### src/rtl/fetch_prefetch_unit.sv
// fetch_prefetch_unit: instruction-fetch front end feeding the IF/ID register.
// Owns the PC, issues word fetches over a req/ack handshake, buffers returned
// words in a DEPTH-entry prefetch queue and presents {pc+4, inst} at the head.
//
// Ports:
//   clk, rst          rising-edge clock, asynchronous active-high reset
//   stall             IF/ID not accepting; head entry is held
//   redirect          taken branch; flush queue and refetch from redirect_pc
//   redirect_pc       branch target
//   imem_req/addr     registered fetch request and its word address
//   imem_ack/rdata    memory completes the request and returns the word
//   inst_valid        head entry valid
//   inst/inst_pc4     head instruction and its address + 4 (0 when empty)
//   fetch_pc          address of the next request to issue
//
// Optional feature: define FETCH_BYPASS_EN to hand a returning word straight
// to the outputs in its ack cycle when the queue is empty and IF/ID accepts.
module fetch_prefetch_unit #(
  parameter int unsigned DEPTH    = 4,
  parameter int unsigned ADDR_W   = 32,
  parameter logic [ADDR_W-1:0] RESET_PC = '0
) (
  input  logic              clk,
  input  logic              rst,
  input  logic              stall,
  input  logic              redirect,
  input  logic [ADDR_W-1:0] redirect_pc,
  output logic              imem_req,
  output logic [ADDR_W-1:0] imem_addr,
  input  logic              imem_ack,
  input  logic [31:0]       imem_rdata,
  output logic              inst_valid,
  output logic [31:0]       inst,
  output logic [ADDR_W-1:0] inst_pc4,
  output logic [ADDR_W-1:0] fetch_pc
);

  localparam int unsigned PTR_W = (DEPTH > 1) ? $clog2(DEPTH) : 1;
  localparam int unsigned CNT_W = PTR_W + 1;

  typedef enum logic [1:0] {
    S_IDLE    = 2'd0,
    S_WAIT    = 2'd1,
    S_DISCARD = 2'd2
  } state_t;

  state_t             state_q, state_d;
  logic [ADDR_W-1:0]  fetch_pc_q, fetch_pc_d;
  logic [ADDR_W-1:0]  imem_addr_q, imem_addr_d;
  logic               imem_req_q, imem_req_d;
  logic [PTR_W-1:0]   rd_ptr_q, rd_ptr_d;
  logic [PTR_W-1:0]   wr_ptr_q, wr_ptr_d;
  logic [CNT_W-1:0]   count_q, count_d;

  logic [31:0]        q_inst [DEPTH];
  logic [ADDR_W-1:0]  q_pc4  [DEPTH];

  logic               empty;
  logic               acked;
  logic               push;
  logic               pop;
  logic               issue;
  logic               bypass;
  logic [CNT_W-1:0]   count_nxt;
  logic [ADDR_W-1:0]  ack_pc4;

  assign empty   = (count_q == '0);
  assign acked   = imem_req_q & imem_ack;
  assign ack_pc4 = imem_addr_q + ADDR_W'(4);

  // A word may skip the queue only when nothing is ahead of it and IF/ID takes it now.
`ifdef FETCH_BYPASS_EN
  assign bypass = empty & ~stall & ~redirect & acked & (state_q == S_WAIT);
`else
  assign bypass = 1'b0;
`endif

  // Next-state logic: queue bookkeeping and request sequencing.
  always_comb begin
    state_d     = state_q;
    fetch_pc_d  = fetch_pc_q;
    imem_addr_d = imem_addr_q;
    imem_req_d  = imem_req_q;
    rd_ptr_d    = rd_ptr_q;
    wr_ptr_d    = wr_ptr_q;
    count_d     = count_q;
    push        = 1'b0;
    pop         = 1'b0;
    issue       = 1'b0;
    count_nxt   = count_q;

    if (redirect) begin
      // Flush wins over stall and pop; an unacked request must drain in DISCARD.
      rd_ptr_d   = '0;
      wr_ptr_d   = '0;
      count_d    = '0;
      fetch_pc_d = redirect_pc;
      if (imem_req_q && !imem_ack) begin
        state_d = S_DISCARD;
      end else begin
        imem_req_d = 1'b0;
        state_d    = S_IDLE;
      end
    end else begin
      pop       = ~empty & ~stall;
      push      = acked & (state_q == S_WAIT) & ~bypass;
      count_nxt = count_q + CNT_W'(push) - CNT_W'(pop);

      // Issue only if the new request can never overflow the queue.
      unique case (state_q)
        S_IDLE: begin
          if (count_nxt < CNT_W'(DEPTH)) issue = 1'b1;
        end
        S_WAIT: begin
          if (acked) begin
            if (count_nxt < CNT_W'(DEPTH)) begin
              issue = 1'b1;
            end else begin
              imem_req_d = 1'b0;
              state_d    = S_IDLE;
            end
          end
        end
        S_DISCARD: begin
          if (acked) issue = 1'b1;
        end
        default: begin
          imem_req_d = 1'b0;
          state_d    = S_IDLE;
        end
      endcase

      if (issue) begin
        imem_req_d  = 1'b1;
        imem_addr_d = fetch_pc_q;
        fetch_pc_d  = fetch_pc_q + ADDR_W'(4);
        state_d     = S_WAIT;
      end

      if (push) wr_ptr_d = wr_ptr_q + PTR_W'(1);
      if (pop)  rd_ptr_d = rd_ptr_q + PTR_W'(1);
      count_d = count_nxt;
    end
  end

  // Control state.
  always_ff @(posedge clk or posedge rst) begin
    if (rst) begin
      state_q     <= S_IDLE;
      fetch_pc_q  <= RESET_PC;
      imem_addr_q <= RESET_PC;
      imem_req_q  <= 1'b0;
      rd_ptr_q    <= '0;
      wr_ptr_q    <= '0;
      count_q     <= '0;
    end else begin
      state_q     <= state_d;
      fetch_pc_q  <= fetch_pc_d;
      imem_addr_q <= imem_addr_d;
      imem_req_q  <= imem_req_d;
      rd_ptr_q    <= rd_ptr_d;
      wr_ptr_q    <= wr_ptr_d;
      count_q     <= count_d;
    end
  end

  // Queue storage; contents are qualified by count so no reset is needed.
  always_ff @(posedge clk) begin
    if (push) begin
      q_inst[wr_ptr_q] <= imem_rdata;
      q_pc4[wr_ptr_q]  <= ack_pc4;
    end
  end

  // Head presentation; reads zero when nothing is available.
  always_comb begin
    inst_valid = 1'b0;
    inst       = '0;
    inst_pc4   = '0;
    if (!empty) begin
      inst_valid = 1'b1;
      inst       = q_inst[rd_ptr_q];
      inst_pc4   = q_pc4[rd_ptr_q];
    end else if (bypass) begin
      inst_valid = 1'b1;
      inst       = imem_rdata;
      inst_pc4   = ack_pc4;
    end
  end

  assign imem_req  = imem_req_q;
  assign imem_addr = imem_addr_q;
  assign fetch_pc  = fetch_pc_q;

endmodule

### config.mk
export PLATFORM = sky130hd
export DESIGN_NAME = fetch_prefetch_unit
export DESIGN_NICKNAME = d
export VERILOG_FILES = /design/src/rtl/fetch_prefetch_unit.sv
export SDC_FILE = /design/constraint.sdc
export NUM_CORES = 1
export LEC_CHECK = 0
export CORE_UTILIZATION = 40
export CTS_CLUSTER_DIAMETER = 100
export DETAILED_ROUTE_END_ITERATION = 10
export SYNTH_ARGS = -nofsm -noshare
export SYNTH_HDL_FRONTEND = slang
export SYNTH_SLANG_ARGS = --single-unit
### constraint.sdc
create_clock -name clk -period 7.3 [get_ports clk]
set_input_delay 1.46 -clock clk [delete_from_list [all_inputs] [get_ports clk]]
set_output_delay 1.46 -clock clk [all_outputs]
set_load 0.005 [all_outputs]
==> Word level (Yosys, flattened, before mapping) <==
Memory sizes are Yosys's and may differ from the RTL's.
Cells that the tools add are included.
{ "totals": {"reg_bits": 74, "ram_bits": 256, "out_inout_bits": 130, "mem_count": 2} }
{ "mem_list": {"columns": ["memory", "depth", "word_bits", "read_ports", "rd_clocked_by_memory_dff", "write_ports", "line", "source"], "rows": [
  ["q_inst", 4, 32, 1, 0, 1, "55", "logic [31:0] q_inst [DEPTH];"],
  ["q_pc4", 4, 32, 1, 0, 1, "56", "logic [ADDR_W-1:0] q_pc4 [DEPTH];"]
]} }
{ "op_classes": {"add_sub_neg": 6, "order_cmp": 1, "eq_ne": 6, "mux": 30, "n_bitwise": 6, "n_reduce_logical": 11} }
{ "op_table": {"columns": ["op", "n"], "rows": [
  ["two-way mux 32 bit", 4],
  ["adder 32 x 3 -> 32 bit, second input constant", 2],
  ["two-way mux 2 bit", 9],
  ["two-way mux 1 bit", 13],
  ["inequality test 4 x 3 -> 1 bit, second input constant", 2],
  ["nonzero test 2 bit", 3],
  ["adder 2 x 1 -> 2 bit, second input constant", 2],
  ["one-hot mux 2 bit (2 select lines)", 1],
  ["AND reduction 4 bit", 1],
  ["adder 3 x 1 -> 3 bit", 1],
  ["bitwise AND 1 bit", 3],
  ["zero test 3 bit", 1],
  ["less-than comparator 3 bit, second input constant", 1],
  ["two-way mux 3 bit", 1],
  ["inequality test 3 x 1 -> 1 bit, second input constant", 1],
  ["inverter 1 bit", 3],
  ["one-hot mux 1 bit (3 select lines)", 1],
  ["AND reduction 3 bit", 1],
  ["subtractor 3 x 1 -> 3 bit", 1],
  ["== test 2 x 1 -> 1 bit, second input constant", 1],
  ["== test 2 bit, second input constant", 1],
  ["zero test 2 bit", 1],
  ["inequality test 2 bit, second input constant", 1],
  ["one-hot mux 1 bit (2 select lines)", 1],
  ["4 further kinds", 4]
]} }

==> Depth between registers and ports, before layout <==
{ "depth": {"depth_word": 11, "mapped_depth": 13, "mapped_depth_nobuf": 11} }

==> Least setup slack after synthesis <==
OpenSTA, ideal clock, no wires.
{ "synth_timing": {"kind": "in2reg", "from": "input imem_ack", "to": "register imem_addr_q[10], in the netlist imem_addr[10]", "setup_ns": 0.125, "t_arrival_ns": 3.905, "path_slack_ns": 3.270, "path_stages": 12, "cell_sequence": "and3b_1 nand2_1 ha_1 inv_1 ha_1 inv_1 fa_1 xnor3_2 o221ai_4 nor2_1 buf_2 mux2_2"} }
{ "synth_via": {"elab_chain_len": 10} }
{ "synth_lines": {"columns": ["item", "line", "source"], "rows": [
  ["start: declaration", "30", "input logic imem_ack,"],
  ["bitwise AND 1 bit *", "68", "assign acked = imem_req_q & imem_ack;"],
  ["bitwise AND 1 bit", "106", "push = acked & (state_q == S_WAIT) & ~bypass;"],
  ["adder 3 x 1 -> 3 bit", "107", "count_nxt = count_q + CNT_W'(push) - CNT_W'(pop);"],
  ["subtractor 3 x 1 -> 3 bit", "107", null],
  ["less-than comparator 3 bit", "112, 116", null],
  ["two-way mux 1 bit", "112, 116", null],
  ["two-way mux 1 bit", "115", "if (acked) begin"],
  ["one-hot mux 1 bit (3 select lines) *", "110", "unique case (state_q)"],
  ["two-way mux 1 bit *", "92", "if (redirect) begin"],
  ["AND reduction 2 bit (no line) *", null, null],
  ["end signal: assignment", "159", "imem_addr_q <= imem_addr_d;"],
  ["end: declaration", "49", "logic [ADDR_W-1:0] imem_addr_q, imem_addr_d;"]
]} }
Every way passes the cells marked *; elsewhere a longest branch is shown, timed or not. The select of a mux whose other input is x is not followed.
A chain may end at the register's enable or synchronous reset.

==> Worst setup path in the final report <==
{ "layout_timing": {"from": "input imem_ack", "to": "register imem_addr_q[30], in the netlist imem_addr[30]"} }
Same word-level chain as after synthesis.

==> flow_summary.json <==
{
  "grt_first_pass_wirelength_mm": 51.4,
  "final_nets": 1148,
  "fin_ws_ps": 2490,
  "place.gp.congestion": 0.842,
  "die_area_um2": 36000,
  "core_area_um2": 34600,
  "fillers": 2900,
  "drtIter0Drc": 479,
  "finalMaxSlewViolations": 0,
  "power_density_nw_per_um2": 363,
  "synth_top_area_share_pct": 54.5,
  "drc": 0,
  "antenna_found_initial": 2,
  "tightestPinTransition_ps": 1070,
  "cts_setup_buffers": 0,
  "path_cells": "clkdlybuf4s50_1 -> and3b_1 -> nand2_1 -> ha_1 -> inv_1 -> ha_1 -> inv_1 -> fa_1 -> xnor3_2 -> o221ai_4 -> buf_4 -> nor2_4 -> mux2_2",
  "initial_core_util_pct": 40.8,
  "postLayoutCoreUtil_pct": 51.0,
  "async_flop_share_pct": 22.4,
  "synth_cell_types": 57,
  "drive_above_1_share_pct": 15.3,
  "cts_tree": "done",
  "clk_pin_slew_worst_paths_ps": 60,
  "grt_pass1_vias": 8741,
  "drv_cap": 0,
  "gr-usage-all-layers_pct": 18.7,
  "die_w_um": 190,
  "overflow": 0,
  "syn_inst": 876,
  "cts_max_path_buffers": 3,
  "worstPathMaxFanout": 42,
  "arrival_ps": 5200,
  "cts.htree.levels": 2,
  "post-place-ws_ps": 1920,
  "fmax_mhz": 208,
  "critPathCaptureType": "flip-flop",
  "rsz0062_at_grt": "false",
  "setup_violations": 0,
  "yosys.area.top_type": "edfxtp_1",
  "dp.cells": 1487,
  "fin_crit_sh_pct": 65.9,
  "critPathSlowestCell": "nor2_4",
  "portBuffers": 198,
  "final-seq-area_um2": 9540,
  "finClkSkew_ps": 19.2,
  "outcome": "completed",
  "seq_area_frac_synth_pct": 67.6,
  "synth_most_common_cell": "edfxtp_1",
  "synthTopCellsByCount": "edfxtp_1, dfrtp_1, and2_1",
  "avgSynthCellArea_um2": 16.1,
  "ant_nets": 0,
  "slew_headroom_pct": 28.8,
  "routed_wl_mm": 32.7,
  "hold_path.class": "flip-flop to flip-flop",
  "ir_worst_vdd_mv": 0.169,
  "leakage_nw": 5.85,
  "dr.pass1.iters": 4,
  "synthFlopType": "edfxtp_1",
  "max_stage_delay_ps": 690,
  "cts_made_buffers": 36,
  "die_y_um": 190,
  "crit_type": "input pin to flip-flop",
  "netlist_area_um2": 14100,
  "fin_crit_ps": 4810,
  "avgViaCountPerCell": 5.38,
  "cts_sinks": 330,
  "ys_top_cells_by_area": "edfxtp_1, dfrtp_1, mux4_2, and2_1, mux2_2",
  "cts_resized": 0,
  "grt_max_degree": 75,
  "io_pins": 199,
  "fin_cells": 1552,
  "root_buffer": "clkbuf_16",
  "multi_input_area_um2": 4290,
  "whs_ps": 539,
  "hold_viol": 0,
  "vias": 8344,
  "yosys_warnings": 0,
  "rows": 68,
  "mappedNetlistNets": 954,
  "ys_seq_elements": 330,
  "holdBufCountCts": 0,
  "tns_ps": 0,
  "cp.required_ps": 7690,
  "antennaDiodeCount": 0,
  "routedWlPerCell_um": 21.0,
  "insertion_delay_ps": 520,
  "hpwl_mm": 20.3,
  "crit_path_start_kind": "input pin",
  "syn_to_final_growth_pct": 25.2,
  "synth_edf_count": 256
}
==> cell type report <==
cell class	instances	share of cell area, %
Sequential cell	330	54.0
Multi-Input combinational cell	477	24.3
Timing Repair Buffer	207	11.6
Clock buffer	49	5.49
Tap cell	455	3.22
Clock inverter	16	1.03
Inverter	18	0.389
==> flip-flops by register name (all words and copies together) (netlist names), 2 cells and up <==
register	flops
count_q	3
fetch_pc	32
imem_addr	32
q_inst	128
q_pc4	128
rd_ptr_q	2
state_q	2
wr_ptr_q	2
==> critical path: cells and delay by family <==
kind | cells | cell delay [ps]
compound gates | 1 | 110
xor+xnor | 1 | 310
fa+ha+maj | 3 | 780
buf+inv | 4 | 940
mux | 1 | 410
simple gates | 3 | 1150
==> worst paths after layout <==
path	start	end	slack [ps]	depth (start not counted)
max in group asynchronous	rst	rd_ptr_q[0]	4950	3
setup reg to reg	count_q[1]	imem_addr[30]	3460	12
min in group asynchronous	rst	state_q[1]	1560	3
hold / removal	fetch_pc[1]	fetch_pc[1]	540	1
setup / recovery	imem_ack	imem_addr[30]	2490	13
hold reg to reg	fetch_pc[1]	fetch_pc[1]	540	1
==> metal layers <==
layer	routed length [um]	global-route usage [%]	up-vias	part of all wire [%]
met5	23	0	-	0.070
met4	427	4.19	4	1.3
met3	2400	5.35	34	7.4
met2	15100	29.2	263	46
met1	14700	25.9	4202	45
li1	-	-	3841	-
==> cells by family (layout without fill, tap and decap cells) <==
group | Yosys count | in the layout | synth area share (%)
flops | 330 | 330 | 67.6
compound gates | 71 | 71 | 3.71
buf+inv | 69 | 290 | 2.13
mux | 95 | 95 | 12.7
xor+xnor | 33 | 33 | 2.15
fa+ha+maj | 10 | 10 | 0.922
simple gates | 268 | 268 | 10.8
==> stage by stage <==
stage,power [W],area (um^2)
CTS,0.00651,17700
global route,0.00676,17700
floorplan,0.00370,14100
global placement,0.00468,16500
detailed placement,0.00471,16500
finish,0.00641,17700
==> report_power, final <==
group | switching (W) | total, W | internal (W)
combinational | 0.000894 | 0.00203 | 0.00113
sequential | 0.000302 | 0.00260 | 0.00230
clock | 0.000708 | 0.00178 | 0.00108
==> cells in the final DEF (no fill, tap or decap), types with 11 or more instances in the layout <==
| cell type | synthesis | layout |
|---|---|---|
| edfxtp_1 | 256 | 256 |
| clkdlybuf4s50_1 | 0 | 197 |
| dfrtp_1 | 74 | 72 |
| and2_1 | 70 | 66 |
| mux4_2 | 64 | 64 |
| clkbuf_16 | 0 | 37 |
| nand2_1 | 33 | 33 |
| nand3_1 | 32 | 32 |
| mux2_2 | 30 | 30 |
| nor2_1 | 30 | 29 |
| nand4_1 | 27 | 27 |
| xnor2_1 | 18 | 18 |
| inv_1 | 17 | 15 |
| xor2_1 | 14 | 14 |
| o21ai_0 | 13 | 13 |
| nor4_1 | 12 | 12 |
| and4_1 | 12 | 12 |
| clkbuf_1 | 26 | 12 |
| nor3_1 | 11 | 11 |
Note: power is estimated with default switching activity, not from simulation.
==> edit, RTL diff (same flow settings) <==
Change the parameter `DEPTH` from 4 to 2. Comments in the files are not updated.
--- a/src/rtl/fetch_prefetch_unit.sv
+++ b/src/rtl/fetch_prefetch_unit.sv
@@ -18,3 +18,3 @@
 module fetch_prefetch_unit #(
-  parameter int unsigned DEPTH    = 4,
+  parameter int unsigned DEPTH    = 2,
   parameter int unsigned ADDR_W   = 32,
Function: changed (a bounded check fails within 4 cycles, from zero or initial values and one cycle with rst high).
==> edit against the original RTL <==
- sequential share of layout area decreased by 5.7 points
- clock power fell by 47%
- non-clock buffer count is 4 lower
- routed wire length is 40% lower
- fmax is 2.1% higher
- sequential power decreased by 34%
- sequential cell count shrank 131
- area after synthesis decreased by 37%
- utilization increased by 2.5 points
- final area shrank 34%
- combinational power down 31%
- synthesized cell count fell by 23%
- worst setup slack improved by 0.10 ns
- critical endpoint is now imem_addr[23]
- total power down 37%
==> edit: results (changes against the original RTL) <==
* H-tree depth at 4 (was 2)
* Multiplexer share of the synthesized area at 0.123 (was 0.127)
* Post-synth ARST share at 0.357 (was 0.224)
* Dpl cells at 1128 (was 1487)
* CTS Buffer Depth at 2 (was 3)
* Layout cell share with drive strength beyond 1 at 0.0899 (was 0.153)
* Peak supply drop at 0.197 mV (was 0.169 mV)
* Post-CTS Setup Bufs at 0 (unchanged)
* Top_reg_cell synth: edfxtp_1 (unchanged)
* Worst Max-Slew Pin Slew at 1.17 ns (was 1.07 ns)
* Nets at 940 (was 1148)
* Syn Nets at 750 (was 954)
* DRT Pass-1 Iters at 6 (was 4)
* Vias in the first global route at 5865 (was 8741)
* Initial antenna violation count at 0 (was 2)
* EDFF count, synth at 128 (was 256)
* Total track usage at 0.176 (was 0.187)
* N_diodes at 0 (unchanged)
* Commonest cells post-synth: edfxtp_1, nor2_1, dfrtp_1 (was edfxtp_1, dfrtp_1, and2_1)
* Synth cell types at 45 (was 57)
* Total CTS buffers at 17 (was 36)
* Status: completed (unchanged)
* Syn. warnings at 0 (unchanged)
* GP Congestion at 0.825 (was 0.842)
* Max Slew Vio Count at 0 (unchanged)
* Total Routed Length at 19600 um (was 32700 um)
* Initial DRC Count at 262 (was 479)
* Post-CTS Resized at 0 (unchanged)
* HP Class: flop to flop (unchanged)
* Leakage at 0.00418 uW (was 0.00585 uW)
* CTS root buf: clkbuf_16 (unchanged)
* First-pass GRT wire length at 30500 um (was 51400 um)
* Synth Area in Compound Gates at 0.0270 (was 0.0371)
* Post-Synth Adder-Cell Area at 0.00566 (was 0.00922)
* Clock transition at path regs at 0.07 ns
* Vias per Instance at 4.97 (was 5.38)
* Seq/Total Area, Yosys at 0.636 (was 0.676)
* HPWL after detailed placement at 13300 um (was 20300 um)
* Setup WS pre-CTS at 2.11 ns (was 1.92 ns)
* Clock latency on the worst-skew pair at 0.42 ns (was 0.52 ns)
* Top flop regs: q_inst (64), q_pc4 (64) (was q_inst (128), q_pc4 (128))
* Vias at 5760 (was 8344)
* Critical path peak fanout at 37 (was 42)
* Largest net degree at the start of global routing at 74 (was 75)
* Worst EP arrival at 5.02 ns (was 5.20 ns)
* Cell area after placement at 0.0111 mm^2 (was 0.0165 mm^2)
* Post-synthesis xor/xnor area fraction at 0.0601 (was 0.0215)
* Area leader, netlist: edfxtp_1 (unchanged)
* Layout Skew at 0.00912 ns (was 0.0192 ns)
* Dominant cells by area after synthesis: edfxtp_1, dfrtp_1, mux2i_1 (was edfxtp_1, dfrtp_1, mux4_2)
* Cells after Synth at 677 (was 876)
* Port-buffer cells at 198 (unchanged)
[edit: changes by cell type after synthesis, sizes merged, moves of 15 or more]
cell / before / now
edfxtp: 256 / 128
mux2i: 1 / 65
o21ai: 13 / 33
nor2: 30 / 88
xnor2: 18 / 39
nand3: 32 / 16
nand4: 27 / 12
mux4: 64 / 0
and2: 70 / 3
nand2: 33 / 56
[edit: cell type report]
cell class / count / area, um^2
Clock buffer: 17 / 425
Clock inverter: 14 / 166
Fill cell: 1891 / 10100
Inverter: 19 / 71.3
Multi-Input combinational cell: 427 / 2990
Sequential cell: 199 / 5620
Tap cell: 280 / 350
Timing Repair Buffer: 203 / 2010
[edit: worst paths after layout]
kind	slack, ns	to	startpoint	cells after the start
max in group asynchronous	4.98	rd_ptr_q	rst	3
hold / removal	0.55	fetch_pc[0]	fetch_pc[0]	1
setup / recovery	2.59	imem_addr[23]	imem_ack	9
min in group asynchronous	1.62	fetch_pc[4]	rst	3
hold reg to reg	0.55	fetch_pc[0]	fetch_pc[0]	1
setup reg to reg	3.29	imem_addr[23]	count_q[1]	10
[edit: report_power, final]
group | internal, uW | switching [uW] | total (uW)
clock | 514 | 429 | 943
sequential | 1420 | 290 | 1710
combinational | 840 | 573 | 1410
total | 2770 | 1290 | 4060
[edit: routing by layer]
layer	track usage	routed length [um]	up-vias
li1	-	-	2798
met1	0.229	8900	2777
met2	0.294	9440	166
met3	0.0282	906	19
met4	0.0715	342	0
met5	0	0	-
[edit: worst max-delay path, cell delays in order]
cell and delay [ns]:
clkdlybuf4s50_1 0.58, nand4b_1 0.28, ha_1 0.37, inv_1 0.04, ha_1 0.17, xnor3_2 0.32, o211ai_4 0.52, or2_2 0.86
mux2_2 0.41
